`src/rtl/ifu_fetch.sv`:
```
// -----------------------------------------------------------------------------
// ifu_fetch : instruction-fetch stage between the PC generator and decode.
//   Accepts PCs over a valid/ready handshake, issues in-order reads to
//   instruction memory (req/gnt, then rvalid), tags each read with its PC and
//   buffers the returned {pc, instr} pairs in a small FIFO for decode.
//   A flush drops everything buffered and in flight; late responses to the
//   killed requests are swallowed in DRAIN.
//
// Ports
//   clk, rst                      clock, asynchronous active-high reset
//   pc_valid, pc_in, pc_ready     PC handshake (pc_ready = accepted this cycle)
//   flush                         redirect, kills all younger work
//   imem_req/addr/gnt             memory request channel
//   imem_rvalid/rdata             memory response channel (in order)
//   if_valid/pc/instr, if_ready   decode-side handshake on the FIFO head
//   if_misalign                   only with IFU_MISALIGN_CHK_EN
//
// Configuration
//   IFU_MISALIGN_CHK_EN : misaligned PCs bypass memory and enqueue a NOP
//                         tagged with if_misalign=1.
// -----------------------------------------------------------------------------
module ifu_fetch #(
    parameter int unsigned ADDR_W = 32,
    parameter int unsigned DATA_W = 32,
    parameter int unsigned DEPTH  = 2
) (
    input  logic              clk,
    input  logic              rst,
    input  logic              pc_valid,
    input  logic [ADDR_W-1:0] pc_in,
    output logic              pc_ready,
    input  logic              flush,
    output logic              imem_req,
    output logic [ADDR_W-1:0] imem_addr,
    input  logic              imem_gnt,
    input  logic              imem_rvalid,
    input  logic [DATA_W-1:0] imem_rdata,
    output logic              if_valid,
    output logic [ADDR_W-1:0] if_pc,
    output logic [DATA_W-1:0] if_instr,
    input  logic              if_ready
`ifdef IFU_MISALIGN_CHK_EN
    ,
    output logic              if_misalign
`endif
);

    localparam int unsigned PTR_W = $clog2(DEPTH);
    localparam int unsigned CNT_W = PTR_W + 1;
    localparam int unsigned SUM_W = CNT_W + 1;

    typedef enum logic {
        ST_RUN   = 1'b0,
        ST_DRAIN = 1'b1
    } state_e;

    state_e            state_q, state_d;
    logic [CNT_W-1:0]  inflight_q, inflight_d;
    logic [CNT_W-1:0]  discard_q, discard_d;
    logic [CNT_W-1:0]  count_q, count_d;
    logic [PTR_W-1:0]  fifo_wr_q, fifo_wr_d, fifo_rd_q, fifo_rd_d;
    logic [PTR_W-1:0]  tag_wr_q, tag_wr_d, tag_rd_q, tag_rd_d;
    logic [ADDR_W-1:0] tag_mem_q [DEPTH];
    logic [ADDR_W-1:0] tag_mem_d [DEPTH];
    logic [ADDR_W-1:0] fifo_pc_q [DEPTH];
    logic [ADDR_W-1:0] fifo_pc_d [DEPTH];
    logic [DATA_W-1:0] fifo_in_q [DEPTH];
    logic [DATA_W-1:0] fifo_in_d [DEPTH];
`ifdef IFU_MISALIGN_CHK_EN
    logic              fifo_mis_q [DEPTH];
    logic              fifo_mis_d [DEPTH];
`endif

    logic              credit;
    logic              misal;
    logic              direct;
    logic              issue;
    logic              push;
    logic              pop;
    logic [ADDR_W-1:0] push_pc;
    logic [DATA_W-1:0] push_instr;
    logic              push_mis;
    logic [CNT_W-1:0]  drain_left;

    // Request side: a slot exists for every outstanding read and buffered entry.
    assign credit = (SUM_W'(inflight_q) + SUM_W'(count_q)) < SUM_W'(DEPTH);
`ifdef IFU_MISALIGN_CHK_EN
    assign misal  = (pc_in[1:0] != 2'b00);
    // Misaligned PCs wait for older reads to return so program order holds.
    assign direct = pc_valid & credit & ~flush & (state_q == ST_RUN) & misal
                    & (inflight_q == '0);
`else
    assign misal  = 1'b0;
    assign direct = 1'b0;
`endif
    assign imem_req  = pc_valid & credit & ~flush & (state_q == ST_RUN) & ~misal;
    assign imem_addr = pc_in;
    assign issue     = imem_req & imem_gnt;
    assign pc_ready  = issue | direct;

    assign if_valid = (count_q != '0);
    assign if_pc    = fifo_pc_q[fifo_rd_q];
    assign if_instr = fifo_in_q[fifo_rd_q];
`ifdef IFU_MISALIGN_CHK_EN
    assign if_misalign = fifo_mis_q[fifo_rd_q];
`endif

    // Reads still owed by memory once this cycle's response is accounted for.
    assign drain_left = inflight_q - CNT_W'(imem_rvalid);

    // Next-state: FSM, tag queue, output FIFO and counters.
    always_comb begin
        state_d    = state_q;
        inflight_d = inflight_q;
        discard_d  = discard_q;
        count_d    = count_q;
        fifo_wr_d  = fifo_wr_q;
        fifo_rd_d  = fifo_rd_q;
        tag_wr_d   = tag_wr_q;
        tag_rd_d   = tag_rd_q;
        tag_mem_d  = tag_mem_q;
        fifo_pc_d  = fifo_pc_q;
        fifo_in_d  = fifo_in_q;
`ifdef IFU_MISALIGN_CHK_EN
        fifo_mis_d = fifo_mis_q;
`endif
        push       = 1'b0;
        push_pc    = tag_mem_q[tag_rd_q];
        push_instr = imem_rdata;
        push_mis   = 1'b0;
        pop        = if_valid & if_ready & ~flush;

        case (state_q)
            ST_RUN: begin
                if (flush) begin
                    if (drain_left != '0) begin
                        state_d   = ST_DRAIN;
                        discard_d = drain_left;
                    end
                end else if (imem_rvalid) begin
                    push     = 1'b1;
                    tag_rd_d = tag_rd_q + PTR_W'(1);
                end else if (direct) begin
                    push       = 1'b1;
                    push_pc    = pc_in;
                    push_instr = DATA_W'(32'h0000_0013);
                    push_mis   = 1'b1;
                end
            end
            ST_DRAIN: begin
                // Responses to killed reads are dropped; further flushes are absorbed.
                if (imem_rvalid) begin
                    discard_d = discard_q - CNT_W'(1);
                    if (discard_q <= CNT_W'(1)) state_d = ST_RUN;
                end else if (discard_q == '0) begin
                    state_d = ST_RUN;
                end
            end
            default: state_d = ST_RUN;
        endcase

        if (issue) begin
            tag_mem_d[tag_wr_q] = pc_in;
            tag_wr_d            = tag_wr_q + PTR_W'(1);
        end
        inflight_d = inflight_q + CNT_W'(issue) - CNT_W'(imem_rvalid);

        if (push) begin
            fifo_pc_d[fifo_wr_q] = push_pc;
            fifo_in_d[fifo_wr_q] = push_instr;
`ifdef IFU_MISALIGN_CHK_EN
            fifo_mis_d[fifo_wr_q] = push_mis;
`endif
            fifo_wr_d = fifo_wr_q + PTR_W'(1);
        end
        if (pop) fifo_rd_d = fifo_rd_q + PTR_W'(1);
        count_d = count_q + CNT_W'(push) - CNT_W'(pop);

        if (flush) begin
            fifo_wr_d = '0;
            fifo_rd_d = '0;
            tag_wr_d  = '0;
            tag_rd_d  = '0;
            count_d   = '0;
        end
    end

    // State registers.
    always_ff @(posedge clk or posedge rst) begin
        if (rst) begin
            state_q    <= ST_RUN;
            inflight_q <= '0;
            discard_q  <= '0;
            count_q    <= '0;
            fifo_wr_q  <= '0;
            fifo_rd_q  <= '0;
            tag_wr_q   <= '0;
            tag_rd_q   <= '0;
            tag_mem_q  <= '{default: '0};
            fifo_pc_q  <= '{default: '0};
            fifo_in_q  <= '{default: '0};
`ifdef IFU_MISALIGN_CHK_EN
            fifo_mis_q <= '{default: 1'b0};
`endif
        end else begin
            state_q    <= state_d;
            inflight_q <= inflight_d;
            discard_q  <= discard_d;
            count_q    <= count_d;
            fifo_wr_q  <= fifo_wr_d;
            fifo_rd_q  <= fifo_rd_d;
            tag_wr_q   <= tag_wr_d;
            tag_rd_q   <= tag_rd_d;
            tag_mem_q  <= tag_mem_d;
            fifo_pc_q  <= fifo_pc_d;
            fifo_in_q  <= fifo_in_d;
`ifdef IFU_MISALIGN_CHK_EN
            fifo_mis_q <= fifo_mis_d;
`endif
        end
    end

`ifndef IFU_MISALIGN_CHK_EN
    logic unused_push_mis;
    assign unused_push_mis = push_mis;
`endif

endmodule
```
`config.mk`:
```
export PLATFORM = sky130hd
export DESIGN_NAME = ifu_fetch
export DESIGN_NICKNAME = d
export VERILOG_FILES = /design/src/rtl/ifu_fetch.sv
export SDC_FILE = /design/constraint.sdc
export NUM_CORES = 1
export LEC_CHECK = 0
export BUFFER_PORTS_ARGS = -buffer_cell sky130_fd_sc_hd__buf_4
export CORE_ASPECT_RATIO = 1.75
export CORE_MARGIN = 8
export CORE_UTILIZATION = 50
export CTS_BUF_LIST = sky130_fd_sc_hd__clkbuf_16
export CTS_CLUSTER_SIZE = 10
export DETAILED_ROUTE_END_ITERATION = 6
export PLACE_DENSITY = 0.77
export SETUP_SLACK_MARGIN = 0.3
export SYNTH_ARGS = -nofsm -noshare
export SYNTH_HDL_FRONTEND = slang
export SYNTH_SLANG_ARGS = --single-unit
```
`constraint.sdc`:
```
create_clock -name clk -period 6 [get_ports clk]
set_input_delay 0.9 -clock clk [delete_from_list [all_inputs] [get_ports clk]]
set_output_delay 0.9 -clock clk [all_outputs]
set_load 0.05 [all_outputs]
```
Yosys cells after proc, flatten, opt, wreduce, memory -nomap -nowiden
Index checks and enable logic that the tools add are counted.

Mux-type cells: 39. Magnitude comparators: 8. Add/subtract/negate cells: 11. Bitwise gates (word level): 12. Reduce and logical (&&, ||, !) cells: 11. Eq/ne operators: 4.

Operator list (number): two-way mux 32 bit (11); bitwise mux 64 bit (3); demux 32 bit (select 1 bit) (2); two-way mux 1 bit (17); nonzero test 2 bit (6); >= comparator 2 bit, second input constant (4); two-way mux 2 bit (4); inverter 1 -> 2 bit (4); bitwise AND 1 bit (6); inequality test 2 bit, second input constant (3); subtractor 2 x 1 -> 2 bit (3); adder 1 bit, second input constant (4); adder 2 x 1 -> 2 bit (2); less-than comparator 2 x 1 -> 1 bit, second input constant (2); one-hot mux 2 bit (2 select lines) (1); adder 2 x 2 -> 3 bit (1); less-than comparator 3 x 2 -> 1 bit, second input constant (1); AND reduction 3 bit (1); <= comparator 2 x 1 -> 1 bit, second input constant (1); logical AND 1 bit (2); logical NOT 2 bit (1); inequality test 2 x 1 -> 1 bit, second input constant (1); inverter 1 bit (2); one-hot mux 1 bit (2 select lines) (1); other kinds (2) (2).

Input bits: 71. Word-level logic and storage cells: 99. Register bits after elaboration: 203.

Depth between registers and ports, before layout
Gate-level depths: netlist of the first run.

Word-level depth: 8. Mapped depth: 8. Mapped depth without buffers: 7.

Worst setup path after synthesis of the first run
OpenSTA, ideal clock, no wires.

Kind: register to output. Start point: reg count_q[0]. End point: out pc_ready. Slack: 2509 ps. Arrival: 2591 ps. Data required time: 5100 ps. Stages on the path, launching flop included: 6. Path through: dfrtp_1 -> and2_1 -> fa_1 -> or3_1 -> buf_2 -> nor3_1.

Cells in the longest elaborated chain, start to end: 6.

RTL lines: from (decl) (RTL line 60) `logic [CNT_W-1:0] count_q, count_d;`; from (signal assigned) (RTL line 209) `count_q <= count_d;`; adder 2 x 2 -> 3 bit (RTL line 86) `assign credit = (SUM_W'(inflight_q) + SUM_W'(count_q)) < SUM_W'(DEPTH);`; less-than comparator 3 x 2 -> 1 bit (RTL line 86); bitwise AND 1 bit (3 in series) (RTL line 96) `assign imem_req = pc_valid & credit & ~flush & (state_q == ST_RUN) & ~misal;`; bitwise AND 1 bit (RTL line 98) `assign issue = imem_req & imem_gnt;`; to (decl) (RTL line 31) `output logic pc_ready,`.

No other way between the ends.

Final worst setup path of the first run
Ends and elaborated chain as after synthesis.

==> metrics.txt, run 1 <==
# TYPE chip_impl_metric gauge
chip_impl_info{name="yosys_most_used_dff",value="dfrtp_1"} 1
chip_impl_metric{name="holdBufCountCts",unit=""} 0
chip_impl_metric{name="synth-edff-count",unit=""} 0
chip_impl_metric{name="synth_area_per_cell",unit="µm²"} 13.23
chip_impl_metric{name="grt_first_pass_wirelength",unit="mm"} 32.22
chip_impl_metric{name="final_layout_size_suffix_gt1_share",unit="%"} 49.33
chip_impl_metric{name="instances_no_fill",unit=""} 1049
chip_impl_metric{name="grt_remaining_overflow",unit=""} 0
chip_impl_metric{name="boundaryPins",unit=""} 170
chip_impl_info{name="outcome",value="finished, final reports clean"} 1
chip_impl_metric{name="numPlacedInstances",unit=""} 1021
chip_impl_metric{name="maxSlewHeadroom",unit="%"} 27.80
chip_impl_metric{name="net_count_synth",unit=""} 763
chip_impl_info{name="hold_path.class",value="register to register"} 1
chip_impl_info{name="cts_tree",value="done"} 1
chip_impl_metric{name="grtUsageTotal",unit="%"} 17.05
chip_impl_metric{name="1st_iter_drt_viols",unit=""} 244
chip_impl_info{name="critical_path_class",value="register to primary output"} 1
chip_impl_metric{name="static-leakage-power",unit="nW"} 5.100
chip_impl_metric{name="max_clock_freq",unit="GHz"} 0.2915
chip_impl_metric{name="route.final.wire_length",unit="mm"} 19.23
chip_impl_metric{name="totalNegativeSetupSlack",unit="ps"} 0
chip_impl_metric{name="drt_first_pass_iters",unit=""} 4
chip_impl_metric{name="yosysSeqAreaShare",unit="%"} 55.97
chip_impl_info{name="synthTopCellsByCount",value="dfrtp_1 (203), mux2_2 (163), nor2_1 (71), a21oi_1 (66)"} 1
chip_impl_metric{name="synthToLayoutAreaGrowth",unit="%"} 20.47
chip_impl_metric{name="critical_path_arrival",unit="ps"} 2530
chip_impl_info{name="clockRootBuffer",value="clkbuf_16"} 1
chip_impl_metric{name="antenna_violations_before_repair",unit=""} 0
chip_impl_metric{name="place_congestion",unit=""} 0.7327
chip_impl_metric{name="synth_top_cell_area_share",unit="%"} 55.97
chip_impl_info{name="synth.most_common_cell",value="dfrtp_1"} 1
chip_impl_metric{name="async_flop_share",unit="%"} 100.0
chip_impl_metric{name="buffer_ports.inserted",unit=""} 169
chip_impl_metric{name="vias",unit=""} 5504
chip_impl_metric{name="fp.dieH",unit="µm"} 194.2
chip_impl_metric{name="grt_start_max_net_pins",unit=""} 164
chip_impl_metric{name="finalHoldViolCount",unit=""} 0
chip_impl_info{name="grt_setup_unrepaired",value="false"} 1
chip_impl_metric{name="htreeDepth",unit=""} 1
chip_impl_metric{name="clk_transition_reported_paths",unit="ps"} 50
chip_impl_info{name="timing.critical_path.from_type",value="register"} 1
chip_impl_metric{name="tightest_slew",unit="ps"} 1083
chip_impl_metric{name="finalSetupViolCount",unit=""} 0
chip_impl_metric{name="ys_ff_latch",unit=""} 203
chip_impl_metric{name="start_util",unit="%"} 50.73
chip_impl_metric{name="avgViaCountPerCell",unit=""} 5.247
chip_impl_metric{name="insertion_delay",unit="ps"} 500
chip_impl_metric{name="num_antenna_cells",unit=""} 0
chip_impl_metric{name="postCtsSetupRepairBufs",unit=""} 0
chip_impl_metric{name="detailed_place_hpwl",unit="mm"} 13.01
chip_impl_metric{name="mean_routed_wirelength_per_cell",unit="µm"} 18.33
chip_impl_metric{name="slew_viol_final",unit=""} 0
chip_impl_metric{name="ir_worst_vdd",unit="mV"} 0.3319
chip_impl_metric{name="clkSinkCount",unit=""} 203
chip_impl_metric{name="dieArea",unit="µm²"} 22890
chip_impl_metric{name="finClkSkew",unit="ps"} 16.92
chip_impl_metric{name="post_synth_inst_count",unit=""} 686
chip_impl_metric{name="via_count_of_the_first_global_routing_pass",unit=""} 6145
chip_impl_metric{name="number_of_buffers_inserted_during_clock_tree_synthesis",unit=""} 24
chip_impl_info{name="cell_taking_the_most_area_after_synthesis",value="dfrtp_1"} 1
chip_impl_metric{name="drc",unit=""} 0
chip_impl_metric{name="clock_tree.buffer_depth",unit=""} 3
chip_impl_metric{name="power.density",unit="nW/µm²"} 609.2
chip_impl_metric{name="layout.nets",unit=""} 890
chip_impl_metric{name="ys_types",unit=""} 33
chip_impl_info{name="synth_area_leaders",value="dfrtp_1 (56%), mux2_2 (20%), mux2_4 (4.8%), a21oi_1 (3.6%), mux2i_1 (3.5%)"} 1
chip_impl_info{name="critPathCaptureType",value="primary output"} 1
chip_impl_metric{name="rows",unit=""} 65
chip_impl_metric{name="synthesis.area",unit="µm²"} 9076
chip_impl_metric{name="fin_crit_sh",unit="%"} 57.17
chip_impl_metric{name="maxCapViolCount",unit=""} 0
chip_impl_metric{name="final_antenna_net_count",unit=""} 0
chip_impl_metric{name="coreArea",unit="µm²"} 17890
chip_impl_metric{name="die_x",unit="µm"} 117.8
chip_impl_metric{name="timing.critical_path.fanout_max",unit=""} 6
chip_impl_metric{name="timing.final.crit_period",unit="ps"} 3430
chip_impl_metric{name="cp.required",unit="ps"} 5100
chip_impl_metric{name="postCtsResizedCells",unit=""} 0
chip_impl_metric{name="ys_warn_count",unit=""} 0
cells in the final DEF, fill, tap and decap left out, drive strengths merged, types with 2 or more instances in the layout:
cell,n
buf,176
clkbuf,25
nor2b,3
o22ai,2
ha,5
inv,9
nand2,4
nor2,71
nor4,2
dfrtp,203
a21oi,66
o21ai,2
xnor2,7
xor2,2
mux2i,32
mux2,194
path summary, 6_finish.rpt:
check	start	to	slack [ps]	cells after the start
max in group asynchronous	rst	fifo_pc_q[43]	4020	3
min reg2reg	tag_mem_q[9]	tag_mem_q[9]	490	1
min in group asynchronous	rst	fifo_in_q[23]	590	2
max	count_q[0]	pc_ready	2570	5
min	tag_mem_q[9]	tag_mem_q[9]	490	1
max reg2reg	count_q[0]	tag_mem_q[47]	3120	5
critical path, stage by stage (launching register included):
cell and delay (ps):
dfrtp_1 400, and2_1 160, fa_1 430, or3_1 480
nor3_1 310, buf_4 260
registers in the layout, indices dropped and copies added, names as in the netlist:
name	count
fifo_pc_q	64
fifo_in_q	64
discard_q	2
count_q	2
state_q	1
tag_wr_q	1
tag_mem_q	64
tag_rd_q	1
inflight_q	2
fifo_rd_q	1
fifo_wr_q	1
per-layer routing:
layer,wire (µm),vias up,GRT usage [%]
met4,442,0,5.439
met2,10540,130,32.05
met1,7423,2753,18.84
met3,817,31,3.003
met5,0,-,0
li1,-,2590,-
stage by stage:
stage | power, mW | area [µm²] | hold slack (ps) | utilization, % | worst slack, ps
detailed placement | 5.481 | 10290 | 478.6 | 57.52 | 3088
CTS | 6.752 | 10930 | 490.2 | 61.11 | 2538
global route | 7.043 | 10930 | 511.3 | 61.11 | 2458
finish | 6.661 | 10930 | 489.0 | 61.11 | 2570
global placement | 5.400 | 10290 | 469.7 | 57.52 | 3099
floorplan | 4.671 | 9080 | 457.8 | - | 2470
cells by family after synthesis:
group / Yosys count / share of synthesized area, %
multiplexers: 226 / 28.80
AO/OA/AOI/OAI: 72 / 4.053
flip-flops: 203 / 55.97
adder cells (fa/ha/maj): 6 / 0.9099
buffers and inverters: 82 / 5.211
XOR/XNOR: 9 / 0.8685
AND/OR/NAND/NOR: 88 / 4.191
report_power, final:
part,switching (mW),internal [mW]
Sequential,0.394,2.01
Combinational,1.76,1.25
Clock,0.512,0.731
Total,2.67,4.00
final cells by class:
class / count / area [µm²]
Clock inverter: 3 / 16.27
Inverter: 7 / 30.03
Multi-Input combinational cell: 401 / 3553
Sequential cell: 203 / 5082
Clock buffer: 25 / 625.6
Fill cell: 1473 / 6958
Tap cell: 234 / 292.8
Timing Repair Buffer: 176 / 1334
Note: power is estimated with default switching activity, not from simulation.
==> run 2: changes to the inputs <==
--- a/config.mk
+++ b/config.mk
@@ -8,11 +8,11 @@
 export BUFFER_PORTS_ARGS = -buffer_cell sky130_fd_sc_hd__buf_4
 export CORE_ASPECT_RATIO = 1.75
 export CORE_MARGIN = 8
-export CORE_UTILIZATION = 50
+export CORE_UTILIZATION = 55
 export CTS_BUF_LIST = sky130_fd_sc_hd__clkbuf_16
 export CTS_CLUSTER_SIZE = 10
 export DETAILED_ROUTE_END_ITERATION = 6
-export PLACE_DENSITY = 0.77
+export PLACE_DENSITY = 0.8
 export SETUP_SLACK_MARGIN = 0.3
 export SYNTH_ARGS = -nofsm -noshare
 export SYNTH_HDL_FRONTEND = slang
==> constraint.sdc (replaced) <==
create_clock -name clk -period 3.2 [get_ports clk]
set_input_delay 0.48 -clock clk [delete_from_list [all_inputs] [get_ports clk]]
set_output_delay 0.48 -clock clk [all_outputs]
set_load 0.05 [all_outputs]
==> metrics.txt, run 2 (synthesis results as in run 1) <==
# TYPE chip_impl_metric gauge
chip_impl_metric{name="start_util",unit="%"} 55.71
chip_impl_metric{name="rrSetupSlack",unit="ps"} 420
chip_impl_metric{name="dieArea",unit="µm²"} 21030
chip_impl_metric{name="grt_remaining_overflow",unit=""} 0
chip_impl_metric{name="final_layout_size_suffix_gt1_share",unit="%"} 50.24
chip_impl_metric{name="holdBufCountCts",unit=""} 0
chip_impl_metric{name="timing.final.crit_period",unit="ps"} 2798
chip_impl_metric{name="critical_path_arrival",unit="ps"} 2320
chip_impl_metric{name="coreArea",unit="µm²"} 16290
chip_impl_info{name="outcome",value="finished, final reports clean"} 1
chip_impl_info{name="cp_top_family",value="simple AND/OR/NAND/NOR gates"} 1
chip_impl_metric{name="power.density",unit="nW/µm²"} 1149
chip_impl_metric{name="totalNegativeSetupSlack",unit="ps"} 0
chip_impl_metric{name="finalHoldViolCount",unit=""} 0
chip_impl_metric{name="clock_tree.buffer_depth",unit=""} 3
chip_impl_metric{name="final_antenna_net_count",unit=""} 0
chip_impl_metric{name="drt_first_pass_iters",unit=""} 4
chip_impl_metric{name="postCtsSetupRepairBufs",unit=""} 0
chip_impl_metric{name="grt_first_pass_wirelength",unit="mm"} 33.58
chip_impl_metric{name="via_count_of_the_first_global_routing_pass",unit=""} 6668
chip_impl_metric{name="seq_area",unit="µm²"} 5082
chip_impl_metric{name="place_congestion",unit=""} 0.7700
chip_impl_metric{name="multi_input_logic_area",unit="µm²"} 3581
chip_impl_metric{name="synthToLayoutAreaGrowth",unit="%"} 21.31
chip_impl_metric{name="grtUsageTotal",unit="%"} 19.81
chip_impl_metric{name="finClkSkew",unit="ps"} 9.536
chip_impl_info{name="layout.cells.most_common_list",value="dfrtp_1 (201), buf_4 (178), mux2_2 (163), nor2_1 (71), a21oi_1 (66)"} 1
chip_impl_metric{name="finalSetupViolCount",unit=""} 0
chip_impl_metric{name="ir_worst_vdd",unit="mV"} 0.6238
chip_impl_info{name="clockRootBuffer",value="clkbuf_16"} 1
chip_impl_metric{name="clk_transition_reported_paths",unit="ps"} 50
chip_impl_metric{name="avgViaCountPerCell",unit=""} 5.653
chip_impl_info{name="timing.critical_path.from_type",value="register"} 1
chip_impl_metric{name="num-fill-cells",unit=""} 1194
chip_impl_metric{name="numPlacedInstances",unit=""} 987
chip_impl_metric{name="clkSinkCount",unit=""} 203
chip_impl_metric{name="layout.nets",unit=""} 898
chip_impl_metric{name="buffer_ports.inserted",unit=""} 169
chip_impl_metric{name="static-leakage-power",unit="nW"} 5.156
chip_impl_metric{name="timing.critical_path.buf_inv",unit=""} 1
chip_impl_metric{name="fp.dieH",unit="µm"} 185.9
chip_impl_info{name="hold_path.class",value="input pin to async pin"} 1
chip_impl_metric{name="fin_crit_sh",unit="%"} 87.44
chip_impl_info{name="layout.cells.most_common",value="dfrtp_1"} 1
chip_impl_metric{name="detailed_place_hpwl",unit="mm"} 14.46
chip_impl_metric{name="antenna_violations_before_repair",unit=""} 0
chip_impl_metric{name="tightest_slew",unit="ps"} 1093
chip_impl_info{name="path_cells",value="and2_1, fa_1, or3_4, nor3b_4, buf_6"} 1
chip_impl_metric{name="worst_path_largest_cell_delay",unit="ps"} 440
chip_impl_metric{name="rows",unit=""} 62
chip_impl_metric{name="die_x",unit="µm"} 113.1
chip_impl_metric{name="timing.critical_path.fanout_max",unit=""} 6
chip_impl_info{name="cts_tree",value="done"} 1
chip_impl_metric{name="mean_routed_wirelength_per_cell",unit="µm"} 20.33
chip_impl_metric{name="num_antenna_cells",unit=""} 0
chip_impl_metric{name="number_of_buffers_inserted_during_clock_tree_synthesis",unit=""} 24
chip_impl_metric{name="max_clock_freq",unit="GHz"} 0.3574
chip_impl_info{name="largest_registers",value="fifo_in_q (64), fifo_pc_q (64), tag_mem_q (64)"} 1
chip_impl_info{name="grt_setup_unrepaired",value="false"} 1
chip_impl_metric{name="vias",unit=""} 5732
chip_impl_metric{name="route.final.wire_length",unit="mm"} 20.62
chip_impl_metric{name="maxSlewHeadroom",unit="%"} 27.16
chip_impl_metric{name="htreeDepth",unit=""} 1
chip_impl_metric{name="grt_start_max_net_pins",unit=""} 72
chip_impl_info{name="critical_path_class",value="register to primary output"} 1
chip_impl_metric{name="cp.required",unit="ps"} 2720
chip_impl_info{name="crit_slowest_cell",value="fa_1"} 1
chip_impl_info{name="critPathCaptureType",value="primary output"} 1
chip_impl_metric{name="1st_iter_drt_viols",unit=""} 212
chip_impl_metric{name="instances_no_fill",unit=""} 1014
chip_impl_metric{name="drc",unit=""} 0
chip_impl_metric{name="boundaryPins",unit=""} 170
chip_impl_metric{name="insertion_delay",unit="ps"} 490
chip_impl_metric{name="slew_viol_final",unit=""} 0
chip_impl_metric{name="maxCapViolCount",unit=""} 0
run 2: cell types whose count changed in the layout (fill, tap and decap cells not counted), sizes merged:
cell and change:
inv -1, buf +8
run 2: area by class of cell:
class / count / share of cell area [%]
flip-flops and latches: 203 / 46.16
inverters: 7 / 0.2727
multi-input cells: 401 / 32.52
well taps: 192 / 2.182
clock buffers: 25 / 5.682
repair buffers: 184 / 13.07
clock inverters: 2 / 0.1136
run 2: routing by layer:
metal	track usage [%]	routed length (µm)
met5	0	0
met4	6.752	414
met1	21.35	7736
met2	37.99	11570
met3	3.249	898
run 2: timing repair:
| item | in CTS | in global routing |
|---|---|---|
| pin swaps | 0 | 1 |
| setup endpoints to repair | 2 | 2 |
| resized for setup | 1 | 4 |
run 2: worst register-to-register path, cell delays in order (launching register included):
cell,delay (ps)
dfrtp_1,390
and2_1,180
fa_1,440
or3_4,410
or4_4,800
mux2_4,450
run 2: metrics by stage:
step                      hold WS, ps  setup WS (ps)  instance area [µm²]  utilization, %  power, mW
after floorplan                 457.8          89.70                 9090               -      8.763
after global placement          467.5          375.8                10350           63.52      10.07
after detailed placement        480.0          342.0                10350           63.52      10.40
after CTS                       91.57          307.6                10990           67.47      12.76
after global routing            117.5          315.3                11010           67.59      13.32
final                           92.31          401.9                11010           67.59      12.66
run 2: final timing paths:
kind / startpoint / to / cells past startpoint
max: inflight_q[0] / imem_req / 5
min: rst / fifo_in_q[56] / 2
max reg2reg: inflight_q[0] / tag_mem_q[57] / 5
min reg2reg: tag_mem_q[8] / tag_mem_q[8] / 1
max in group asynchronous: rst / fifo_pc_q[37] / 3
min in group clk: pc_in[8] / tag_mem_q[8] / 2
run 2: power breakdown:
group / switching, mW / internal [mW] / total, mW
clock network: 0.924 / 1.37 / 2.29
logic: 3.41 / 2.39 / 5.81
registers: 0.780 / 3.78 / 4.56
